File: src/rtl/homo_peak_detector_pkg.sv
// Shared types and constants for the homomorphic-envelope peak detector.
// Samples are Q3.12 in the low bits of a signed word.
package homo_peak_detector_pkg;

  localparam int Q_FRAC_BITS = 12;

  typedef enum logic [1:0] {
    ST_IDLE    = 2'd0,
    ST_ARMED   = 2'd1,
    ST_REFRACT = 2'd2
  } state_e;

endpackage

File: src/rtl/homo_peak_detector.sv
// Finds envelope peaks: one {amplitude, index} record per above-threshold run,
// closed with hysteresis or a width limit, followed by a refractory window.
//
// state   | meaning
// IDLE    | waiting for a sample above THRESHOLD
// ARMED   | inside a run, tracking the largest sample seen
// REFRACT | ignoring samples after an emitted peak
module homo_peak_detector
  import homo_peak_detector_pkg::*;
#(
  parameter int                        DATA_W     = 32,
  parameter int                        CNT_W      = 32,
  parameter logic signed [DATA_W-1:0]  THRESHOLD  = DATA_W'(1 << (Q_FRAC_BITS - 1)),
  parameter logic signed [DATA_W-1:0]  HYST       = DATA_W'(1 << (Q_FRAC_BITS - 4)),
  parameter int                        REFRACTORY = 40,
  parameter int                        MAX_WIDTH  = 64
) (
  input  logic              aclk,
  input  logic              areset,
  input  logic [DATA_W-1:0] s_axis_data_tdata,
  input  logic              s_axis_data_tvalid,
  output logic              s_axis_data_tready,
  output logic [DATA_W-1:0] m_axis_peak_tdata,
  output logic [CNT_W-1:0]  m_axis_peak_tuser,
  output logic              m_axis_peak_tvalid,
  input  logic              m_axis_peak_tready
);

  localparam logic signed [DATA_W-1:0] DISARM = THRESHOLD - HYST;
  localparam logic [CNT_W-1:0] REFRACT_LD = CNT_W'(REFRACTORY);
  localparam logic [CNT_W-1:0] WIDTH_MAX  = CNT_W'(MAX_WIDTH);

  state_e                    state_q, state_d;
  logic [CNT_W-1:0]          idx_q, idx_d;
  logic [CNT_W-1:0]          rcnt_q, rcnt_d;
  logic [CNT_W-1:0]          width_q, width_d;
  logic signed [DATA_W-1:0]  cand_amp_q, cand_amp_d;
  logic [CNT_W-1:0]          cand_idx_q, cand_idx_d;
  logic                      m_tvalid_q, m_tvalid_d;
  logic [DATA_W-1:0]         m_tdata_q, m_tdata_d;
  logic [CNT_W-1:0]          m_tuser_q, m_tuser_d;

  logic                      s_fire;
  logic signed [DATA_W-1:0]  x;

  // A pending record blocks new samples, so an emit can never overwrite one.
  assign s_axis_data_tready = ~areset & (~m_tvalid_q | m_axis_peak_tready);
  assign s_fire             = s_axis_data_tvalid & s_axis_data_tready;
  assign x                  = s_axis_data_tdata;

  assign m_axis_peak_tvalid = m_tvalid_q;
  assign m_axis_peak_tdata  = m_tdata_q;
  assign m_axis_peak_tuser  = m_tuser_q;

  always_comb begin
    state_d    = state_q;
    idx_d      = idx_q;
    rcnt_d     = rcnt_q;
    width_d    = width_q;
    cand_amp_d = cand_amp_q;
    cand_idx_d = cand_idx_q;
    m_tvalid_d = m_tvalid_q;
    m_tdata_d  = m_tdata_q;
    m_tuser_d  = m_tuser_q;

    if (m_tvalid_q && m_axis_peak_tready) m_tvalid_d = 1'b0;

    if (s_fire) begin
      idx_d = idx_q + 1'b1;
      unique case (state_q)
        ST_IDLE: begin
          if (x > THRESHOLD) begin
            state_d    = ST_ARMED;
            cand_amp_d = x;
            cand_idx_d = idx_q;
            width_d    = CNT_W'(1);
          end
        end
        ST_ARMED: begin
          // The closing sample never competes for the peak.
          if ((x < DISARM) || (width_q == WIDTH_MAX)) begin
            m_tvalid_d = 1'b1;
            m_tdata_d  = cand_amp_q;
            m_tuser_d  = cand_idx_q;
            width_d    = '0;
            if (REFRACTORY == 0) begin
              state_d = ST_IDLE;
            end else begin
              state_d = ST_REFRACT;
              rcnt_d  = REFRACT_LD;
            end
          end else begin
            width_d = width_q + 1'b1;
            if (x > cand_amp_q) begin
              cand_amp_d = x;
              cand_idx_d = idx_q;
            end
          end
        end
        ST_REFRACT: begin
          rcnt_d = rcnt_q - 1'b1;
          if (rcnt_q <= CNT_W'(1)) state_d = ST_IDLE;
        end
        default: state_d = ST_IDLE;
      endcase
    end
  end

  always_ff @(posedge aclk or posedge areset) begin
    if (areset) begin
      state_q    <= ST_IDLE;
      idx_q      <= '0;
      rcnt_q     <= '0;
      width_q    <= '0;
      cand_amp_q <= '0;
      cand_idx_q <= '0;
      m_tvalid_q <= 1'b0;
      m_tdata_q  <= '0;
      m_tuser_q  <= '0;
    end else begin
      state_q    <= state_d;
      idx_q      <= idx_d;
      rcnt_q     <= rcnt_d;
      width_q    <= width_d;
      cand_amp_q <= cand_amp_d;
      cand_idx_q <= cand_idx_d;
      m_tvalid_q <= m_tvalid_d;
      m_tdata_q  <= m_tdata_d;
      m_tuser_q  <= m_tuser_d;
    end
  end

endmodule

File: config.mk
export PLATFORM = sky130hd
export DESIGN_NAME = homo_peak_detector
export DESIGN_NICKNAME = d
export VERILOG_FILES = /design/src/rtl/homo_peak_detector_pkg.sv /design/src/rtl/homo_peak_detector.sv
export SDC_FILE = /design/constraint.sdc
export NUM_CORES = 1
export LEC_CHECK = 0
export BUFFER_PORTS_ARGS = -buffer_cell sky130_fd_sc_hd__buf_2
export CAP_MARGIN = 20
export CORE_ASPECT_RATIO = 0.9
export CORE_MARGIN = 2
export CORE_UTILIZATION = 55
export CTS_BUF_LIST = sky130_fd_sc_hd__clkbuf_8
export CTS_CLUSTER_SIZE = 25
export DETAILED_ROUTE_END_ITERATION = 8
export HOLD_SLACK_MARGIN = 0.03
export PLACE_DENSITY = 0.75
export RECOVER_POWER = 25
export REMOVE_ABC_BUFFERS = 1
export SKIP_CTS_REPAIR_TIMING = 1
export SLEW_MARGIN = 0
export SYNTH_ARGS = -nofsm -noshare
export SYNTH_HDL_FRONTEND = slang
export SYNTH_SLANG_ARGS = --single-unit
File: constraint.sdc
create_clock -name aclk -period 17.9 [get_ports aclk]
set_input_delay 2.685 -clock aclk [delete_from_list [all_inputs] [get_ports aclk]]
set_output_delay 2.685 -clock aclk [all_outputs]
set_load 0.01 [all_outputs]
Word level (Yosys, flattened, before mapping)
Index checks and enable logic that the tools add are counted.
Widths: inputs -> output; s select.
Storage, ports and cells
  bits in registers: 227
  bits of input ports: 36
  output and inout port bits: 66
  word-level logic and storage cells: 60
Cells by class
  add/subtract/negate cells: 3
  $lt $le $gt $ge: 4
  eq/ne operators: 8
  mux-type cells: 21
  bitwise operators: 5
  reductions and logical operators: 10
Operators with widths (count)
  $mux 32: 9
  $pmux 32 s2: 4
  $add 32x1->32 const B: 2
  $eq 32x7->1 const B: 1
  $gt 32x13->1 const B: 1
  $gt 32x32->1: 1
  $le 32x1->1 const B: 1
  $lt 32x12->1 const B: 1
  $sub 32x1->32 const B: 1
  $ne 2x2->1 const B: 5
  $reduce_and 3->1: 3
  $mux 2: 3
  $pmux 2 s3: 1
  $reduce_and 5->1: 1
  $mux 1: 4
  $reduce_and 4->1: 1
  $reduce_bool 2->1: 2
  $and 1x1->1: 2
  $eq 2x1->1 const B: 1
  $eq 2x2->1 const B: 1
  $logic_not 2->1: 1
  $not 1->1: 2
  $logic_and 1x1->1: 1
  $logic_or 1x1->1: 1
  $or 1x1->1: 1

Longest topological paths before layout
  depth after elaboration: 5
  mapped depth: 11
  depth with buffers taken out: 9

Worst setup path after synthesis
Ideal clock, no wire load.
  path type: input-to-output
  from: in areset
  to: out s_axis_data_tready
  arrival time: 7.984 ns
  required time: 15.215 ns
  path slack: 7.231 ns
  stages on the path: 2
  buffers on the path: 0
  path through: inv_1 > and2_1
Between the ends
  cells in the longest elaborated chain, start to end: 2
Ends and longest elaborated chain
  start, declared: line homo_peak_detector.sv:19  | input logic areset,
  $not 1->1: line homo_peak_detector.sv:47  | assign s_axis_data_tready = ~areset & (~m_tvalid_q | m_axis_peak_tready);
  $and 1x1->1: line homo_peak_detector.sv:47
  end, declared: line homo_peak_detector.sv:22  | output logic s_axis_data_tready,
Every way passes these cells.

Final worst setup path
Same ends and word-level chain as after synthesis.

==> reports/metrics.yaml <==
viasPerCell: 5.44
path_clk_slew_ns: 0.06
sequentialPowerShare_pct: 46.1
pwr-share-comb_pct: 26.9
final_nets: 1191
worst_slack_ns: 8.10
placementRows: 47
clkSinkCount: 227
grt_max_degree: 101
synth_edf_count: 0
power_density_mw_per_mm2: 134
p_switching_mw: 0.546
core_mm2: 0.0185
max-slew-margin-rel_pct: -175
fin_crit_sh_pct: 54.7
setup_viol_count_final: 0
placed_cells: 1323
area_growth_pct: 13.3
multiInputGateArea_mm2: 0.00445
min_path_type: "flop to flop"
p_int_mw: 1.04
final_cells: 1388
dieWidth_um: 149
diodes: 0
hold_depth: 2
synth_cell_types: 49
cp.required_ns: 15.21
fmax_mhz: 102
crit_arrival_ns: 7.11
ys_async_sr_fraction_pct: 100
drtPass1Iterations: 5
synthMuxAreaShare_pct: 6.80
synth-compound-area-share_pct: 6.17
grt_pass1_wl_um: 36900
drcViolationCount: 0
synth-adder-area-share_pct: 4.44
synth_top_family_by_area: "simple AND/OR/NAND/NOR gates"
power_leakage_nw: 5.89
criticalPathCategory: "input pin to output port"
syn_avg_cell_area_um2: 10.4
synthXorXnorAreaFrac_pct: 6.38
violations: "max-capacitance violations, max-slew violations"
skew_ns: 0.0194
netlist_area_mm2: 0.0104
regToRegStartpoint: "width_q[22]"
ant_nets: 0
max_cap_viol_count: 2
rr_worst_depth: 8
antenna_found_initial: 1
hp-start: "cand_idx_q[31]"
seq_area_mm2: 0.00568
place.gp.congestion: 0.799
status: "complete, but fails checks"
rr_endpoint: "cand_idx_q[30]"
design.die.area_mm2: 0.0201
ios: 102
path_max_fanout: 99
drive_gt1_share_pct: 12.8
wire_per_inst_um: 15.5
hold_viol_final: 0
hold_ws_ns: 0.465
synthSimpleGateAreaFrac_pct: 18.7
clk_latency_ns: 0.54
cts_root_buf: "clkbuf_8"
drv_slew: 163
clock_path_buffers: 3
cts_buffers: 38
crit_path_start_kind: "input pin"
cts_tree: "done"
cts.htree.levels: 2
drt_iter0_drc: 400
endpoint_kind: "output port"
io_buffers: 101
grt-ovfl-total: 0
initial_utilization_pct: 56.3
grt_pass1_vias: 7673
peakVddDrop_mv: 0.0887
finalSetupTns_ns: 0
swShare_pct: 34.5
clkPwrFrac_pct: 27.0
grt_util_all_layers_pct: 22.6
worstMarginPinSlew_ns: 4.11
place_ws_ns: 11.53
synth_warnings: 0
rsz0062_at_grt: "no"
fin_util_pct: 63.8
wl_um: 21500
synth_ff_type: "dfrtp_1"
n_fill_cell: 1528
ff2ff_setup_slack_ns: 14.34
ys_seq_area_share_pct: 54.4
synth_seq_cells: 227
dp_hpwl_um: 14400
die_h_um: 135
num_vias: 7551
hold_path_end: "m_axis_peak_tuser[31]"
synthCells: 1006
period_minus_slack_ns: 9.80
## worst max-delay path, stage by stage
cell        delay, ns
buf_2            0.08
clkinvlp_2       3.01
and2_1           1.11
buf_2            0.17
## cell families after synthesis
logic type / after synthesis
DFF: 227
muxes: 63
buffers and inverters: 83
AOI/OAI and AO/OA: 110
adders and majority gates: 37
and+or+nand+nor: 410
xor gates and xnor gates: 76
## cell usage in the layout, fill, tap and decap left out, types with 3 or more instances in the layout
master     synthesis  final
nand3_1           22     22
and4_1             6      6
and2_1             6      6
nand2b_1           4      4
o21ai_0           50     50
or4_1             12     12
a31oi_1            3      3
o2111ai_1          5      5
clkbuf_8           0     44
o31ai_1            5      5
buf_2              7     73
a21oi_1           32     32
inv_1             49     65
nor2_1            75     75
nor3_1            25     25
nor4_1            13     13
nor2b_1            4      4
clkbuf_1          24     29
xnor2_1           33     33
nand4_1           26     26
mux2_2             6      6
xor2_1            43     43
dfrtp_1          227    227
nand2_1          179    178
mux2_1            57     57
or3_1             13     13
nor4b_1            3      3
and3_1            11     10
ha_1              37     37
buf_4              0      4
## sequential cells by signal, indices dropped and copies added (netlist names)
signal and flops:
cand_amp_q 32, cand_idx_q 32, idx_q 32, m_axis_peak_tdata 32, m_axis_peak_tuser 32, rcnt_q 32
width_q 32, state_q 2, m_axis_peak_tvalid 1
## power groups by stage
| stage | logic [mW] | clock network (mW) | registers [mW] |
|---|---|---|---|
| after floorplan | 0.281 | 0 | 0.740 |
| after global placement | 0.416 | 0 | 0.729 |
| after detailed placement | 0.433 | 0 | 0.734 |
| after CTS | 0.436 | 0.439 | 0.727 |
| after global routing | 0.489 | 0.460 | 0.746 |
| final | 0.426 | 0.428 | 0.729 |
## per-stage QoR
stage          power, mW  instance area, µm²
6_report            1.58               11800
5_1_grt             1.69               11800
4_1_cts             1.60               11900
3_5_place_dp        1.17               11200
3_3_place_gp        1.15               11200
2_1_floorplan       1.02               10300
## worst max-delay path by stage
stage	to	from	cells after the start
after floorplan	rcnt_q[25]	areset	6
final	s_axis_data_tready	areset	4
after global placement	s_axis_data_tready	areset	4
after CTS	s_axis_data_tready	areset	4
after detailed placement	s_axis_data_tready	areset	4
after global routing	s_axis_data_tready	areset	4
## cells in the mapped netlist, types with 2 or more instances
library cell    n  area (µm²)
a41oi_1         2        17.5
dfrtp_1       227        5680
buf_1           3        11.3
nand2b_1        4        25.0
a31oi_1         3        18.8
nand4_1        26         163
o31ai_1         5        37.5
and3_1         11        68.8
o211ai_2        2        25.0
a21oi_1        32         160
buf_2           7        35.0
xnor2_1        33         289
or4_1          12        90.1
xor2_1         43         377
inv_1          49         184
nor2b_1         4        25.0
nor3b_1         2        15.0
o22ai_1         2        12.5
mux2_2          6        67.6
ha_1           37         463
or4_4           2        22.5
nand3_1        22         110
o211ai_1        2        15.0
and4_1          6        52.6
o2111ai_1       5        43.8
and2_1          6        37.5
nor2_1         75         282
nor3_1         25         125
nand2_1       179         672
nor4b_1         3        26.3
mux2_1         57         642
or3_1          13        81.3
clkbuf_1       24        90.1
nor4_1         13        81.3
o21ai_0        50         250
## routing by layer
layer | up-vias | part of all wire [%] | GRT usage, %
met5 | - | 0.061 | 0
met4 | 2 | 1.9 | 7.25
met3 | 41 | 6.2 | 5.71
met2 | 148 | 44 | 33.7
met1 | 3676 | 47 | 32.7
li1 | 3684 | - | -
## cell type report
| type | count | area share, % |
|---|---|---|
| repair buffers | 106 | 4.26 |
| clock inverters | 21 | 0.783 |
| well taps | 245 | 2.59 |
| clock buffers | 44 | 5.12 |
| multi-input cells | 696 | 37.6 |
| flip-flops and latches | 227 | 48.0 |
| inverters | 49 | 1.57 |
Power figures use the tool's default switching activity.
